==> src/rtl/cond_unit_if.sv <==
// cond_unit_if: condition-stage bus; ExecCnt/SquashCnt exist only with COND_UNIT_PERF_CNT_EN
interface cond_unit_if #(parameter int CNT_W = 32);
   logic       Valid, Stall, Flush;
   logic [3:0] Cond, ALUFlags;
   logic [1:0] FlagW;
   logic       PCS, RegW, MemW, NoWrite;
   logic [3:0] Flags;
   logic       CondEx, PCSrc, RegWrite, MemWrite;
   if (CNT_W < 8 || CNT_W > 32) begin : g_bad_cnt_w
      $error("cond_unit_if: CNT_W must be 8..32");
   end
`ifdef COND_UNIT_PERF_CNT_EN
   logic [CNT_W-1:0] ExecCnt, SquashCnt;
   modport master (output Valid, Stall, Flush, Cond, ALUFlags, FlagW, PCS, RegW, MemW, NoWrite,
                   input Flags, CondEx, PCSrc, RegWrite, MemWrite, ExecCnt, SquashCnt);
   modport slave (input Valid, Stall, Flush, Cond, ALUFlags, FlagW, PCS, RegW, MemW, NoWrite,
                  output Flags, CondEx, PCSrc, RegWrite, MemWrite, ExecCnt, SquashCnt);
`else
   modport master (output Valid, Stall, Flush, Cond, ALUFlags, FlagW, PCS, RegW, MemW, NoWrite,
                   input Flags, CondEx, PCSrc, RegWrite, MemWrite);
   modport slave (input Valid, Stall, Flush, Cond, ALUFlags, FlagW, PCS, RegW, MemW, NoWrite,
                  output Flags, CondEx, PCSrc, RegWrite, MemWrite);
`endif
endinterface

==> src/rtl/cond_unit.sv <==
// cond_unit: NZCV flag register, condition evaluation and commit gating; COND_UNIT_PERF_CNT_EN adds counters
module cond_unit #(
   parameter int CNT_W = 32
) (
   input logic       clk,
   input logic       rst_n,
   cond_unit_if.slave bus
);
   logic [3:0] flags_q, flags_d;
   logic       n, z, c, v, cond_ex, go, live;
   assign {n, z, c, v} = flags_q;
   if (CNT_W < 8 || CNT_W > 32) begin : g_bad_cnt_w
      $error("cond_unit: CNT_W must be 8..32");
   end
   // Condition decode against the registered flags only, never same-cycle ALUFlags
   always_comb begin
      case (bus.Cond)
         4'b0000: cond_ex = z;
         4'b0001: cond_ex = ~z;
         4'b0010: cond_ex = c;
         4'b0011: cond_ex = ~c;
         4'b0100: cond_ex = n;
         4'b0101: cond_ex = ~n;
         4'b0110: cond_ex = v;
         4'b0111: cond_ex = ~v;
         4'b1000: cond_ex = c & ~z;
         4'b1001: cond_ex = ~c | z;
         4'b1010: cond_ex = n ~^ v;
         4'b1011: cond_ex = n ^ v;
         4'b1100: cond_ex = ~z & (n ~^ v);
         4'b1101: cond_ex = z | (n ^ v);
         4'b1110: cond_ex = 1'b1;
         default: cond_ex = 1'b0;
      endcase
   end
   // Commit qualifier and per-group next flags; a failed condition leaves both groups untouched
   always_comb begin
      live    = bus.Valid & ~bus.Stall & ~bus.Flush;
      go      = live & cond_ex;
      flags_d = {go & bus.FlagW[1] ? bus.ALUFlags[3:2] : flags_q[3:2],
                 go & bus.FlagW[0] ? bus.ALUFlags[1:0] : flags_q[1:0]};
   end
   assign bus.Flags    = flags_q;
   assign bus.CondEx   = cond_ex;
   assign bus.PCSrc    = go & bus.PCS;
   assign bus.RegWrite = go & bus.RegW & ~bus.NoWrite;
   assign bus.MemWrite = go & bus.MemW;
   // Architectural flag register, cleared asynchronously
   always_ff @(posedge clk or negedge rst_n) begin
      if (!rst_n) flags_q <= 4'b0000;
      else        flags_q <= flags_d;
   end
`ifdef COND_UNIT_PERF_CNT_EN
   logic [CNT_W-1:0] exec_q, exec_d, squash_q, squash_d;
   // Committed and condition-failed counts; stalled/flushed/idle cycles count in neither
   always_comb begin
      exec_d   = exec_q + CNT_W'(go);
      squash_d = squash_q + CNT_W'(live & ~cond_ex);
   end
   // Wrapping performance counters
   always_ff @(posedge clk or negedge rst_n) begin
      if (!rst_n) begin
         exec_q   <= '0;
         squash_q <= '0;
      end else begin
         exec_q   <= exec_d;
         squash_q <= squash_d;
      end
   end
   assign bus.ExecCnt   = exec_q;
   assign bus.SquashCnt = squash_q;
`endif
endmodule

==> src/flat_wrapper.sv <==
// flat-port wrapper written by rule: the top's interface ports become plain ports
module cond_unit_flat 
#(
   parameter int CNT_W = 32
)
  (clk, rst_n, bus_Valid, bus_Stall, bus_Flush, bus_Cond, bus_ALUFlags, bus_FlagW, bus_PCS, bus_RegW, bus_MemW, bus_NoWrite, bus_Flags, bus_CondEx, bus_PCSrc, bus_RegWrite, bus_MemWrite);
  cond_unit_if #(.CNT_W(CNT_W)) bus_i ();
  input logic clk;
  input logic rst_n;
  input wire logic [$bits(bus_i.Valid)-1:0] bus_Valid;
  input wire logic [$bits(bus_i.Stall)-1:0] bus_Stall;
  input wire logic [$bits(bus_i.Flush)-1:0] bus_Flush;
  input wire logic [$bits(bus_i.Cond)-1:0] bus_Cond;
  input wire logic [$bits(bus_i.ALUFlags)-1:0] bus_ALUFlags;
  input wire logic [$bits(bus_i.FlagW)-1:0] bus_FlagW;
  input wire logic [$bits(bus_i.PCS)-1:0] bus_PCS;
  input wire logic [$bits(bus_i.RegW)-1:0] bus_RegW;
  input wire logic [$bits(bus_i.MemW)-1:0] bus_MemW;
  input wire logic [$bits(bus_i.NoWrite)-1:0] bus_NoWrite;
  output wire logic [$bits(bus_i.Flags)-1:0] bus_Flags;
  output wire logic [$bits(bus_i.CondEx)-1:0] bus_CondEx;
  output wire logic [$bits(bus_i.PCSrc)-1:0] bus_PCSrc;
  output wire logic [$bits(bus_i.RegWrite)-1:0] bus_RegWrite;
  output wire logic [$bits(bus_i.MemWrite)-1:0] bus_MemWrite;
  assign bus_i.Valid = bus_Valid;
  assign bus_i.Stall = bus_Stall;
  assign bus_i.Flush = bus_Flush;
  assign bus_i.Cond = bus_Cond;
  assign bus_i.ALUFlags = bus_ALUFlags;
  assign bus_i.FlagW = bus_FlagW;
  assign bus_i.PCS = bus_PCS;
  assign bus_i.RegW = bus_RegW;
  assign bus_i.MemW = bus_MemW;
  assign bus_i.NoWrite = bus_NoWrite;
  assign bus_Flags = bus_i.Flags;
  assign bus_CondEx = bus_i.CondEx;
  assign bus_PCSrc = bus_i.PCSrc;
  assign bus_RegWrite = bus_i.RegWrite;
  assign bus_MemWrite = bus_i.MemWrite;
  cond_unit #(.CNT_W(CNT_W)) u_core (.clk(clk), .rst_n(rst_n), .bus(bus_i));
endmodule
==> config.mk <==
export PLATFORM = sky130hd
export DESIGN_NAME = cond_unit_flat
export DESIGN_NICKNAME = d
export VERILOG_FILES = /design/src/rtl/cond_unit_if.sv /design/src/rtl/cond_unit.sv /design/src/flat_wrapper.sv
export SDC_FILE = /design/constraint.sdc
export NUM_CORES = 1
export LEC_CHECK = 0
export ABC_AREA = 1
export ABC_CLOCK_PERIOD_IN_PS = 1170
export BUFFER_PORTS_ARGS = -buffer_cell sky130_fd_sc_hd__buf_4
export CORE_AREA = 2 2 39 41
export CTS_CLUSTER_DIAMETER = 30
export DETAILED_ROUTE_END_ITERATION = 12
export DIE_AREA = 0 0 41 43
export PLACE_DENSITY = 0.66
export SYNTH_ARGS = -nofsm -noshare
export SYNTH_HDL_FRONTEND = slang
export SYNTH_SLANG_ARGS = --single-unit
==> constraint.sdc <==
create_clock -name clk -period 1.17 [get_ports clk]
set_input_delay 0.0585 -clock clk [delete_from_list [all_inputs] [get_ports clk]]
set_output_delay 0.0585 -clock clk [all_outputs]
set_load 0.005 [all_outputs]
==> results.yml <==
timing:
  min_period_over_period_pct: 134
  finalWorstSetupSlack_ns: -0.401
  rsz0062_at_grt: "yes"
  slew_viol_final: 0
  clock_skew_ns: 0.00459
  tightest_slew_ns: 0.201
  holdWs_ns: 0.0914
  clock.fmax_ghz: 0.636
  finalCriticalPeriod_ns: 1.57
  max_slew_margin_pct: 86.5
  setup_viol: 8
  finalHoldViolations: 0
pwr:
  total_power_mw: 1.14
  max-vdd-ir-drop_mv: 1.12
  p_leak_nw: 0.464
  p_per_area_nw_per_um2: 1380
floorplan:
  coreArea_um2: 1380
  start_util_pct: 31.4
  rows: 14
  dieArea_um2: 1760
  io_pins: 27
  die_x_um: 41
  die_y_um: 43
global_route:
  first_global_vias: 563
  grt_max_degree: 9
  track_usage_pct: 16.5
  antenna_found_initial: 0
  grt_overflow_total: 0
  grt_pass1_wl_um: 2000
final_layout:
  layout-drive-gt1-share_pct: 51.2
  layout.nets: 142
  largest_register_ffs: 4
  syn_to_final_growth_pct: 89.3
  antenna_cells: 0
synth:
  syn-num-nets: 97
  ys_types: 13
  synth-seq-cells: 4
  avgSynthCellArea_um2: 5.57
  synth_top_area_share_pct: 27.7
  syn-instance-count: 78
  synth_area_um2: 434
  synth_area_leaders: "nand2_1 (28%), dfrtp_1 (23%), inv_1 (10%)"
  seq_area_frac_synth_pct: 23.1
  ys_warn_count: 0
  yosysTopAreaCell: "nand2_1"
detailed_routing:
  ant_nets: 0
  drt_first_pass_iters: 4
  first_iter_violations: 7
  wl_um: 1400
  drc_errors: 0
  wl_per_cell_um: 10.2
  vias: 634
  vias_per_cell: 4.63
cts:
  clkSinkCount: 4
  cts_made_buffers: 3
  insertion_delay_ns: 0.23
  cts_root_buf: "clkbuf_4"
  h-tree-depth: 1
  cts_buffer_depth: 2
  cts_tree: "done"
  clk_pin_slew_ns: 0.04
job:
  max_cap_viol_count: 0
worst_setup_path:
  crit_slowest_cell: "dfrtp_1"
  critPathBufInv: 2
  end_kind: "output port"
  critical_path_class: "reg2out"
  startpoint_type: "register"
  reg2reg_slack_ns: -0.39
  cp.required_ns: 1.11
  path_max_fanout: 4
  critical_path_arrival_ns: 1.51
  worstRegToRegCells: 11
  r2r-end: "u_core.bus.Flags[3]$_DFFE_PN0P_"
  max_stage_delay_ns: 0.42
  reg2reg_from: "u_core.bus.Flags[1]$_DFFE_PN0P_"
  crit_path_frequent_cell: "nand2_2"
  crit_path_cell_trace: "inv_2, nand2_2, nand2_2, nand2_2, nand2_1, nand2_1, nand2_2, nor2_4, nand2_4, nand3_2, nor2_2, buf_4"
  cpLargestDelayFamily: "simple AND/OR/NAND/NOR gates"
placement:
  io_buffers: 26
  place_ws_ns: -0.202
  dp_hpwl_um: 1050
  gp_congestion: 0.730
min_path:
  hold_class: "in2reg"
  hold_start: "bus_ALUFlags[0]"
  hold_depth: 3
  min_to: "u_core.bus.Flags[0]$_DFFE_PN0P_"
run_status:
  violations: "setup timing"
  outcome: "complete, but fails checks"
synth_stat cells:
cell type	n
nor3_1	1
nand2_1	32
nand4_1	4
nand3_2	2
nor2_2	1
dfrtp_1	4
nor3b_2	1
inv_1	12
nand2_2	1
nand2_4	1
nand3_1	7
nor2_1	10
a21oi_1	2
layer usage:
layer	wire length [um]	GRT usage (%)
met1	515	18.1
met2	756	28.7
met3	126	5.24
met4	0	4.00
met5	0	0
worst max path at each step:
stage | from | endpoint | slack [ns] | depth (start not counted)
6_report | u_core.bus.Flags[3]$_DFFE_PN0P_ | bus_RegWrite | -0.40 | 12
5_1_grt | u_core.bus.Flags[0]$_DFFE_PN0P_ | bus_RegWrite | -0.50 | 12
4_1_cts | u_core.bus.Flags[3]$_DFFE_PN0P_ | bus_RegWrite | -0.42 | 12
3_5_place_dp | u_core.bus.Flags[3]$_DFFE_PN0P_ | bus_RegWrite | -0.20 | 12
3_3_place_gp | u_core.bus.Flags[3]$_DFFE_PN0P_ | bus_PCSrc | -0.17 | 11
2_1_floorplan | u_core.bus.Flags[3]$_DFFE_PN0P_ | u_core.bus.Flags[0]$_DFFE_PN0P_ | -0.09 | 12
final cells by class:
class,instances,area (um^2)
Sequential cell,4,100
Inverter,12,45.0
Fill cell,140,562
Clock buffer,3,22.5
Multi-Input combinational cell,62,328
Tap cell,16,20.0
Timing Repair Buffer,40,307
cells in the final DEF, fill, tap and decap left out:
| master | instances |
|---|---|
| buf_4 | 38 |
| nand2_1 | 26 |
| inv_1 | 9 |
| nor2_1 | 8 |
| nand2_2 | 7 |
| nand3_1 | 5 |
| nand3_2 | 4 |
| nand4_1 | 4 |
| dfrtp_1 | 4 |
| inv_2 | 3 |
| clkbuf_4 | 3 |
| nor2_2 | 2 |
| a21oi_2 | 1 |
| nor3_1 | 1 |
| nor2_4 | 1 |
| a21oi_1 | 1 |
| nand2_4 | 1 |
| nor3b_2 | 1 |
| dlygate4sd3_1 | 1 |
| buf_6 | 1 |
through the flow:
step | instances | setup TNS (ns) | utilization [%] | instance area [um^2]
finish | 137 | -3.03 | 59.4 | 822
global route | 137 | -3.83 | 59.4 | 822
CTS | 134 | -2.99 | 56.1 | 776
detailed placement | 126 | -1.37 | 50.7 | 702
global placement | 126 | -1.15 | 50.7 | 702
floorplan | 78 | -0.474 | - | 442
logic make-up after synthesis:
logic type             count (synthesis)  share of synthesized area [%]
AO/OA/AOI/OAI                          2                           2.31
buffers and inverters                 12                           10.4
flip-flops                             4                           23.1
AND/OR/NAND/NOR                       60                           64.3
repair_timing:
| action | in CTS | in global routing |
|---|---|---|
| hold buffers | 1 | 0 |
| endpoints found under the setup margin | 8 | 8 |
| buffers inserted | 4 | 3 |
| endpoints found under the hold margin | 4 | 0 |
| resized for setup | 3 | 11 |
| pin swaps | 3 | 6 |
| cloned | 0 | 0 |
power breakdown:
part           total [mW]  switching [mW]  internal (mW)
Combinational       0.705           0.303          0.402
Clock               0.167          0.0522          0.114
Sequential          0.267          0.0751          0.191
Total                1.14           0.431          0.707
worst register-to-register path, cell delays in order, from the launching register on:
cell and delay [ns]:
dfrtp_1 0.41, buf_4 0.15, nand3_1 0.08, nand3_1 0.08
nand2_1 0.08, nand2_2 0.06, nor2_4 0.09, nand2_4 0.07
buf_4 0.14, buf_4 0.13, nand4_1 0.08, nand2_1 0.06
Power figures use the tool's default switching activity.
